<file path="config.mk">
export PLATFORM = sky130hd
export DESIGN_NAME = serial_adder_ctrl
export DESIGN_NICKNAME = d
export VERILOG_FILES = /design/src/rtl/serial_adder_ctrl.sv
export SDC_FILE = /design/constraint.sdc
export NUM_CORES = 1
export LEC_CHECK = 0
export ABC_AREA = 1
export CORE_ASPECT_RATIO = 0.9
export CORE_MARGIN = 1
export CORE_UTILIZATION = 35
export CTS_CLUSTER_DIAMETER = 80
export DETAILED_ROUTE_END_ITERATION = 10
export PLACE_DENSITY = 0.63
export RECOVER_POWER = 25
export REMOVE_ABC_BUFFERS = 1
export SETUP_SLACK_MARGIN = 0.3
export SKIP_CTS_REPAIR_TIMING = 1
export SLEW_MARGIN = 20
export SYNTH_ARGS = -nofsm -noshare
export SYNTH_HDL_FRONTEND = slang
export SYNTH_SLANG_ARGS = --single-unit
</file>
<file path="constraint.sdc">
create_clock -name clk -period 1.45 [get_ports clk]
set_input_delay 0.29 -clock clk [delete_from_list [all_inputs] [get_ports clk]]
set_output_delay 0.29 -clock clk [all_outputs]
set_load 0.02 [all_outputs]
</file>
<file path="src/rtl/serial_adder_ctrl.sv">
// Bit-serial adder: drives one full-adder cell LSB first, one bit per cycle.
// Ports: clk, rst_n, start/ready/done handshake, a_in/b_in/cin in, sum_out/cout out.

module fulladder (
    input  logic a,
    input  logic b,
    input  logic cin,
    output logic sum,
    output logic cout
);
    assign sum  = a ^ b ^ cin;
    assign cout = (a & b) | (cin & (a ^ b));
endmodule

module serial_adder_ctrl #(
    parameter int WIDTH = 8
) (
    input  logic             clk,
    input  logic             rst_n,
    input  logic             start,
    input  logic [WIDTH-1:0] a_in,
    input  logic [WIDTH-1:0] b_in,
    input  logic             cin,
    output logic             ready,
    output logic             done,
    output logic [WIDTH-1:0] sum_out,
    output logic             cout
);
    localparam int CW = $clog2(WIDTH) + 1;
    localparam logic [CW-1:0] LAST = CW'(WIDTH - 1);

    typedef enum logic [1:0] {
        IDLE,
        RUN,
        DONE
    } state_t;

    state_t           state_q;
    logic [WIDTH-1:0] a_q;
    logic [WIDTH-1:0] b_q;
    logic [WIDTH-1:0] r_q;
    logic [WIDTH-1:0] r_d;
    logic [WIDTH-1:0] sum_q;
    logic [CW-1:0]    cnt_q;
    logic             carry_q;
    logic             cout_q;
    logic             ready_q;
    logic             done_q;
    logic             fa_sum;
    logic             fa_cout;

    fulladder u_fa (
        .a    (a_q[0]),
        .b    (b_q[0]),
        .cin  (carry_q),
        .sum  (fa_sum),
        .cout (fa_cout)
    );

    // Result bits enter from the MSB side so the LSB lands at bit 0
    // after WIDTH shifts.
    if (WIDTH == 1) begin : g_w1
        assign r_d = fa_sum;
    end else begin : g_wn
        assign r_d = {fa_sum, r_q[WIDTH-1:1]};
    end

    always_ff @(posedge clk or negedge rst_n) begin
        if (!rst_n) begin
            state_q <= IDLE;
            a_q     <= '0;
            b_q     <= '0;
            r_q     <= '0;
            sum_q   <= '0;
            cnt_q   <= '0;
            carry_q <= 1'b0;
            cout_q  <= 1'b0;
            ready_q <= 1'b1;
            done_q  <= 1'b0;
        end else begin
            unique case (state_q)
                IDLE: begin
                    if (start) begin
                        a_q     <= a_in;
                        b_q     <= b_in;
                        carry_q <= cin;
                        cnt_q   <= '0;
                        ready_q <= 1'b0;
                        state_q <= RUN;
                    end
                end
                RUN: begin
                    a_q     <= a_q >> 1;
                    b_q     <= b_q >> 1;
                    r_q     <= r_d;
                    carry_q <= fa_cout;
                    cnt_q   <= cnt_q + CW'(1);
                    if (cnt_q == LAST) begin
                        sum_q   <= r_d;
                        cout_q  <= fa_cout;
                        done_q  <= 1'b1;
                        state_q <= DONE;
                    end
                end
                DONE: begin
                    done_q  <= 1'b0;
                    ready_q <= 1'b1;
                    state_q <= IDLE;
                end
                default: begin
                    done_q  <= 1'b0;
                    ready_q <= 1'b1;
                    state_q <= IDLE;
                end
            endcase
        end
    end

    assign ready   = ready_q;
    assign done    = done_q;
    assign sum_out = sum_q;
    assign cout    = cout_q;

endmodule
</file>
==> impl_metrics.json, run 1 <==
{
  "outcome": "finished, final reports clean",
  "core_area_um2": 4580,
  "cts_max_path_buffers": 2,
  "synthSimpleGateAreaFrac": 0.319,
  "endpoint_kind": "flop",
  "finalPower_mw": 5.51,
  "layout-drive-gt1-share": 0.400,
  "fin_area_um2": 2750,
  "finalCritPeriodShare": 0.877,
  "ir_worst_vdd_mv": 0.663,
  "cts.htree.levels": 2,
  "avgRoutedWirePerCell_um": 14.2,
  "synth_seq_cells": 41,
  "final_nets": 271,
  "vias": 1519,
  "port_buffers": 30,
  "fin_skew_ns": 0.00698,
  "setup_viol": 0,
  "path_clk_slew_ns": 0.08,
  "slew_headroom": 0.775,
  "place_inst": 287,
  "ios": 31,
  "synth.area.mux_share": 0,
  "grt-ovfl-total": 0,
  "yosysUniqueCellTypes": 18,
  "synth-adder-area-share": 0.0189,
  "min_path_type": "in2async",
  "worstSetupStartpointType": "flop",
  "vias_per_cell": 4.87,
  "start_util": 0.376,
  "grt_use_total": 0.159,
  "instances_no_fill": 312,
  "dieArea_um2": 5200,
  "syn-mean-instance-area_um2": 8.91,
  "synth_top_family_by_area": "simple AND/OR/NAND/NOR gates",
  "leakage_nw": 1.41,
  "placed_area_um2": 2150,
  "final_cell_mix": "51 x nand2_1, 39 x dfrtp_1, 22 x nand3_1, 18 x buf_6, 18 x clkdlybuf4s50_1",
  "min_period_ns": 1.27,
  "fp.dieH_um": 68.5,
  "ant_nets": 0,
  "route.detailed.drc": 0,
  "tightest_slew_ns": 0.337,
  "grt_pass1_vias": 1236,
  "root_buffer": "clkbuf_8",
  "synthCells": 193,
  "rsz0062_at_grt": "yes",
  "ys_seq_area_frac": 0.598,
  "cap_violations": 0,
  "clock-sinks": 41,
  "drt_iter0_markers": 107,
  "yosysWarnings": 0,
  "dp_hpwl_mm": 2.37,
  "wirelength_mm": 4.43,
  "crit_type": "reg2reg",
  "rows": 23,
  "area_delta_synth_final_pct": 60.0,
  "cts_tree": "yes",
  "max_freq_ghz": 0.786,
  "crit_required_ns": 1.69,
  "cp_slowest_cell": "dfrtp_1",
  "slew_violations": 0,
  "gp_congestion": 0.780,
  "final_util": 0.601,
  "grt_max_degree": 21,
  "crit_fanout": 5,
  "antenna_cells": 0,
  "max_stage_delay_ns": 0.40,
  "antenna_found_initial": 0,
  "hold_ws_ns": 0.427,
  "worstPathArrival_ns": 1.51,
  "final_common_cell": "nand2_1",
  "die_w_um": 75.9,
  "first_pass_iters": 4,
  "synth_area_um2": 1720,
  "synth-xor-area-share": 0,
  "synth-compound-area-share": 0.0277,
  "clk_latency_ns": 0.29,
  "powerDensity_nw_per_um2": 2010,
  "numCtsBuffers": 5,
  "finalHoldViolCount": 0,
  "grt_pass1_wl_mm": 5.98,
  "crit_chain": "inv_2 -> buf_6 -> nand2_4 -> nor2_4 -> clkbuf_16 -> nand2_2 -> nand3_2"
}
[cell usage after synthesis, drive strengths merged]
cell type,instances,area (µm²)
buf,7,37.5
clkbuf,1,3.75
dfrtp,40,1000
dfstp,1,26.3
nor2,6,37.5
o21bai,1,7.51
ha,1,12.5
fa,1,20.0
nand3,39,195
inv,6,22.5
nand2,81,309
o21ai,8,40.0
nand4,1,6.26
[path summary, 6_finish.rpt]
check                           slack, ns        from  cells after the start          to
worst min-delay path                 0.43       rst_n                      2  sum_out[7]
worst min register to register       0.49      r_q[6]                      2  sum_out[5]
worst max register to register       0.18  state_q[1]                      7      a_q[0]
worst max-delay path                 0.18  state_q[1]                      7      a_q[0]
max in group asynchronous            0.55       rst_n                      3      b_q[7]
min in group clk                     0.49      r_q[6]                      2  sum_out[5]
[sequential cells by signal (all words and copies together), names as in the netlist]
signal and cells:
cout 1, state_q 2, carry_q 1, a_q 8, r_q 7, sum_out 8, cnt_q 4, ready 1
b_q 8, done 1
[critical path, delay by kind of cell (launching register included)]
family | cells | cell delay [ns]
buffers and inverters | 3 | 0.40
flip-flops | 1 | 0.40
AND/OR/NAND/NOR | 4 | 0.42
[power breakdown]
part	switching, mW	leakage [nW]	internal [mW]
clock network	0.396	0.0585	0.561
logic	1.32	0.833	1.20
registers	0.395	0.517	1.64
total	2.11	1.41	3.40
[per-stage QoR]
stage               setup WS [ns]  setup TNS, ns
detailed placement         0.0568              0
finish                      0.178              0
floorplan                  -0.100         -0.905
global route                0.109              0
CTS                        -0.262          -1.24
global placement           0.0637              0
[cell families (layout without fill, tap and decap cells)]
kind of cell,after synthesis,count (layout)
buffers and inverters,14,69
AO/OA/AOI/OAI,9,9
adder cells (fa/ha/maj),2,2
flip-flops,41,41
AND/OR/NAND/NOR,127,129
[final cells by class]
class                           count  area, µm²
Inverter                            6       35.0
Sequential cell                    41       1030
Tap cell                           62       77.6
Timing Repair Buffer               55        583
Clock inverter                      1       30.0
Fill cell                         381       1830
Multi-Input combinational cell    140        910
Clock buffer                        7       86.3
[per-layer routing]
layer,track usage,share of wire,up-vias
li1,-,-,738
met1,0.229,0.46,737
met2,0.218,0.48,42
met3,0.0523,0.052,2
met4,0.0625,0.0061,0
met5,0,0,-
Power figures use the tool's default switching activity.
==> run 2: changes to the inputs <==
--- a/config.mk
+++ b/config.mk
@@ -16,6 +16,7 @@
 export REMOVE_ABC_BUFFERS = 1
 export SETUP_SLACK_MARGIN = 0.3
 export SKIP_CTS_REPAIR_TIMING = 1
+export SKIP_LAST_GASP = 1
 export SLEW_MARGIN = 20
 export SYNTH_ARGS = -nofsm -noshare
 export SYNTH_HDL_FRONTEND = slang
==> results of run 2 <==
The final DEF is identical to that of run 1; final timing and power are the same.
==> run 3: changes to the inputs <==
--- a/config.mk
+++ b/config.mk
@@ -6,16 +6,17 @@
 export NUM_CORES = 1
 export LEC_CHECK = 0
 export ABC_AREA = 1
+export CAP_MARGIN = 40
 export CORE_ASPECT_RATIO = 0.9
 export CORE_MARGIN = 1
 export CORE_UTILIZATION = 35
 export CTS_CLUSTER_DIAMETER = 80
 export DETAILED_ROUTE_END_ITERATION = 10
+export GPL_TIMING_DRIVEN = 0
 export PLACE_DENSITY = 0.63
 export RECOVER_POWER = 25
 export REMOVE_ABC_BUFFERS = 1
 export SETUP_SLACK_MARGIN = 0.3
-export SKIP_CTS_REPAIR_TIMING = 1
 export SKIP_LAST_GASP = 1
 export SLEW_MARGIN = 20
 export SYNTH_ARGS = -nofsm -noshare
==> run 3 against run 2 <==
Core utilization grew 4.6 points. Highest routed layer unchanged. Flip-flop and latch count is the same. Die area is the same. Largest cell class is now multi-input gates. Critical endpoint is now ready.
==> impl_metrics.json, run 3 (same netlist as run 1, synthesis figures left out) <==
{
  "max_freq_ghz": 0.803,
  "place_inst": 278,
  "avgRoutedWirePerCell_um": 16.0,
  "worst_slack_ns": 0.204,
  "finalPower_mw": 5.92,
  "gp_congestion": 0.704,
  "power.switching_mw": 2.50,
  "worstPathArrival_ns": 0.96,
  "outcome": "finished, final reports clean",
  "cap_violations": 0,
  "leakage_nw": 1.40,
  "dp_hpwl_mm": 2.12,
  "min_path_type": "in2async",
  "min_period_ns": 1.25,
  "setup_viol": 0,
  "dp_slack_ns": -0.637,
  "crit_fanout": 2,
  "worstRegToRegCells": 7,
  "vias": 1644,
  "r2r-end": "sum_out[6]",
  "fin_skew_ns": 0.00661,
  "cp_slowest_cell": "dfstp_2",
  "final_common_cell": "nand2_1",
  "pwr-share-comb": 0.522,
  "rsz0062_at_grt": "yes",
  "layout-drive-gt1-share": 0.490,
  "seq_power_share": 0.355,
  "tns_ns": 0,
  "path_clk_slew_ns": 0.08,
  "port_buffers": 30,
  "max_stage_delay_ns": 0.55,
  "powerDensity_nw_per_um2": 2000,
  "clock-sinks": 41,
  "grt_pass1_wl_mm": 7.16,
  "area_delta_synth_final_pct": 72.1,
  "wirelength_mm": 5.16,
  "finalHoldViolCount": 0,
  "numCtsBuffers": 5,
  "ff2ff_setup_slack_ns": 0.23,
  "core_area_um2": 4580,
  "ios": 31,
  "antenna_cells": 0,
  "start_util": 0.376,
  "tightest_slew_ns": 0.397,
  "cts_tree": "yes",
  "worstReg2RegStart": "state_q[1]",
  "crit_type": "reg2out",
  "endpoint_kind": "primary output",
  "pwr-share-clk": 0.122,
  "route.detailed.drc": 0,
  "grt_max_degree": 29,
  "finalCritPeriodShare": 0.859,
  "placed_area_um2": 2070,
  "fin_area_um2": 2960,
  "fp.dieH_um": 68.5,
  "rows": 23,
  "antenna_found_initial": 0,
  "root_buffer": "clkbuf_8",
  "crit_chain": "buf_6",
  "hold_ws_ns": 0.412,
  "grt-ovfl-total": 0,
  "cts_max_path_buffers": 2,
  "grt_pass1_vias": 1401,
  "final_cell_mix": "50 x nand2_1, 39 x dfrtp_1, 30 x nand3_2, 24 x nand2_2, 17 x clkdlybuf4s50_1",
  "ant_nets": 0,
  "final_nets": 282,
  "vias_per_cell": 5.09,
  "clk_latency_ns": 0.30,
  "drt_iter0_markers": 156,
  "grt_use_total": 0.199,
  "slew_violations": 0,
  "worstSetupStartpointType": "flop",
  "instances_no_fill": 323,
  "die_w_um": 75.9,
  "slew_headroom": 0.736,
  "final_util": 0.647,
  "ir_worst_vdd_mv": 0.794,
  "p_int_mw": 3.43,
  "cts.htree.levels": 2,
  "first_pass_iters": 4,
  "crit_family": "flip-flops",
  "swShare": 0.422,
  "dieArea_um2": 5200,
  "path_buf_inv": 1,
  "crit_required_ns": 1.16
}
==> run 3: cell types whose count changed in the layout (fill, tap and decap cells not counted), moves of 5 or more <==
cell / previous run / this run
nand2_2: 15 / 24
nand2_8: 1 / 6
nand3_1: 22 / 5
nand2_4: 15 / 7
buf_6: 18 / 13
nand3_2: 17 / 30
==> run 3: worst reg2reg max path: stages, from the launching register on <==
cell	delay, ns
dfrtp_1	0.42
inv_4	0.12
buf_12	0.14
nand2_8	0.11
inv_12	0.13
nand2_4	0.09
nand2_1	0.07
nand2_1	0.05
==> run 3: cell type report <==
| cell class | count | area, µm² |
|---|---|---|
| Timing Repair inverter | 3 | 33.8 |
| Fill cell | 348 | 1620 |
| Clock buffer | 8 | 80.1 |
| Sequential cell | 41 | 1030 |
| Inverter | 6 | 37.5 |
| Multi-Input combinational cell | 145 | 1090 |
| Timing Repair Buffer | 58 | 614 |
| Tap cell | 62 | 77.6 |
==> run 3: how the worst max path moves through the flow <==
stage | slack [ns] | from | endpoint | depth (start not counted)
after floorplan | -0.10 | state_q[1] | sum_out[7] | 6
after global placement | -0.97 | rst_n | a_q[7] | 1
after detailed placement | -0.64 | state_q[1] | cout | 6
after CTS | 0.21 | ready | ready | 1
after global routing | 0.11 | rst_n | state_q[0] | 3
final | 0.20 | ready | ready | 1
==> run 3: power groups by stage <==
stage	registers, mW	clock network, mW	logic (mW)
floorplan	2.08	0	0.876
global placement	1.95	0	1.61
detailed placement	1.95	0	1.65
CTS	2.01	0.729	2.28
global route	2.16	0.773	3.34
finish	2.11	0.724	3.09
==> run 3: per-layer routing <==
| layer | vias to the layer above | routed length (µm) | share of wire | GRT usage |
|---|---|---|---|---|
| met5 | - | 0 | 0 | 0 |
| met4 | 0 | 102 | 0.020 | 0.111 |
| met3 | 10 | 233 | 0.045 | 0.0523 |
| met2 | 51 | 2530 | 0.49 | 0.288 |
| met1 | 805 | 2300 | 0.44 | 0.272 |
| li1 | 778 | - | - | - |
==> run 3: timing repair <==
item / 4_1_cts / 5_1_grt
pin swaps: 24 / 9
endpoints found under the hold margin: 12 / 0
cloned: 7 / 4
hold buffers: 1 / 0
resized for setup: 104 / 67
setup buffers: 15 / 10
setup endpoints to repair: 52 / 47
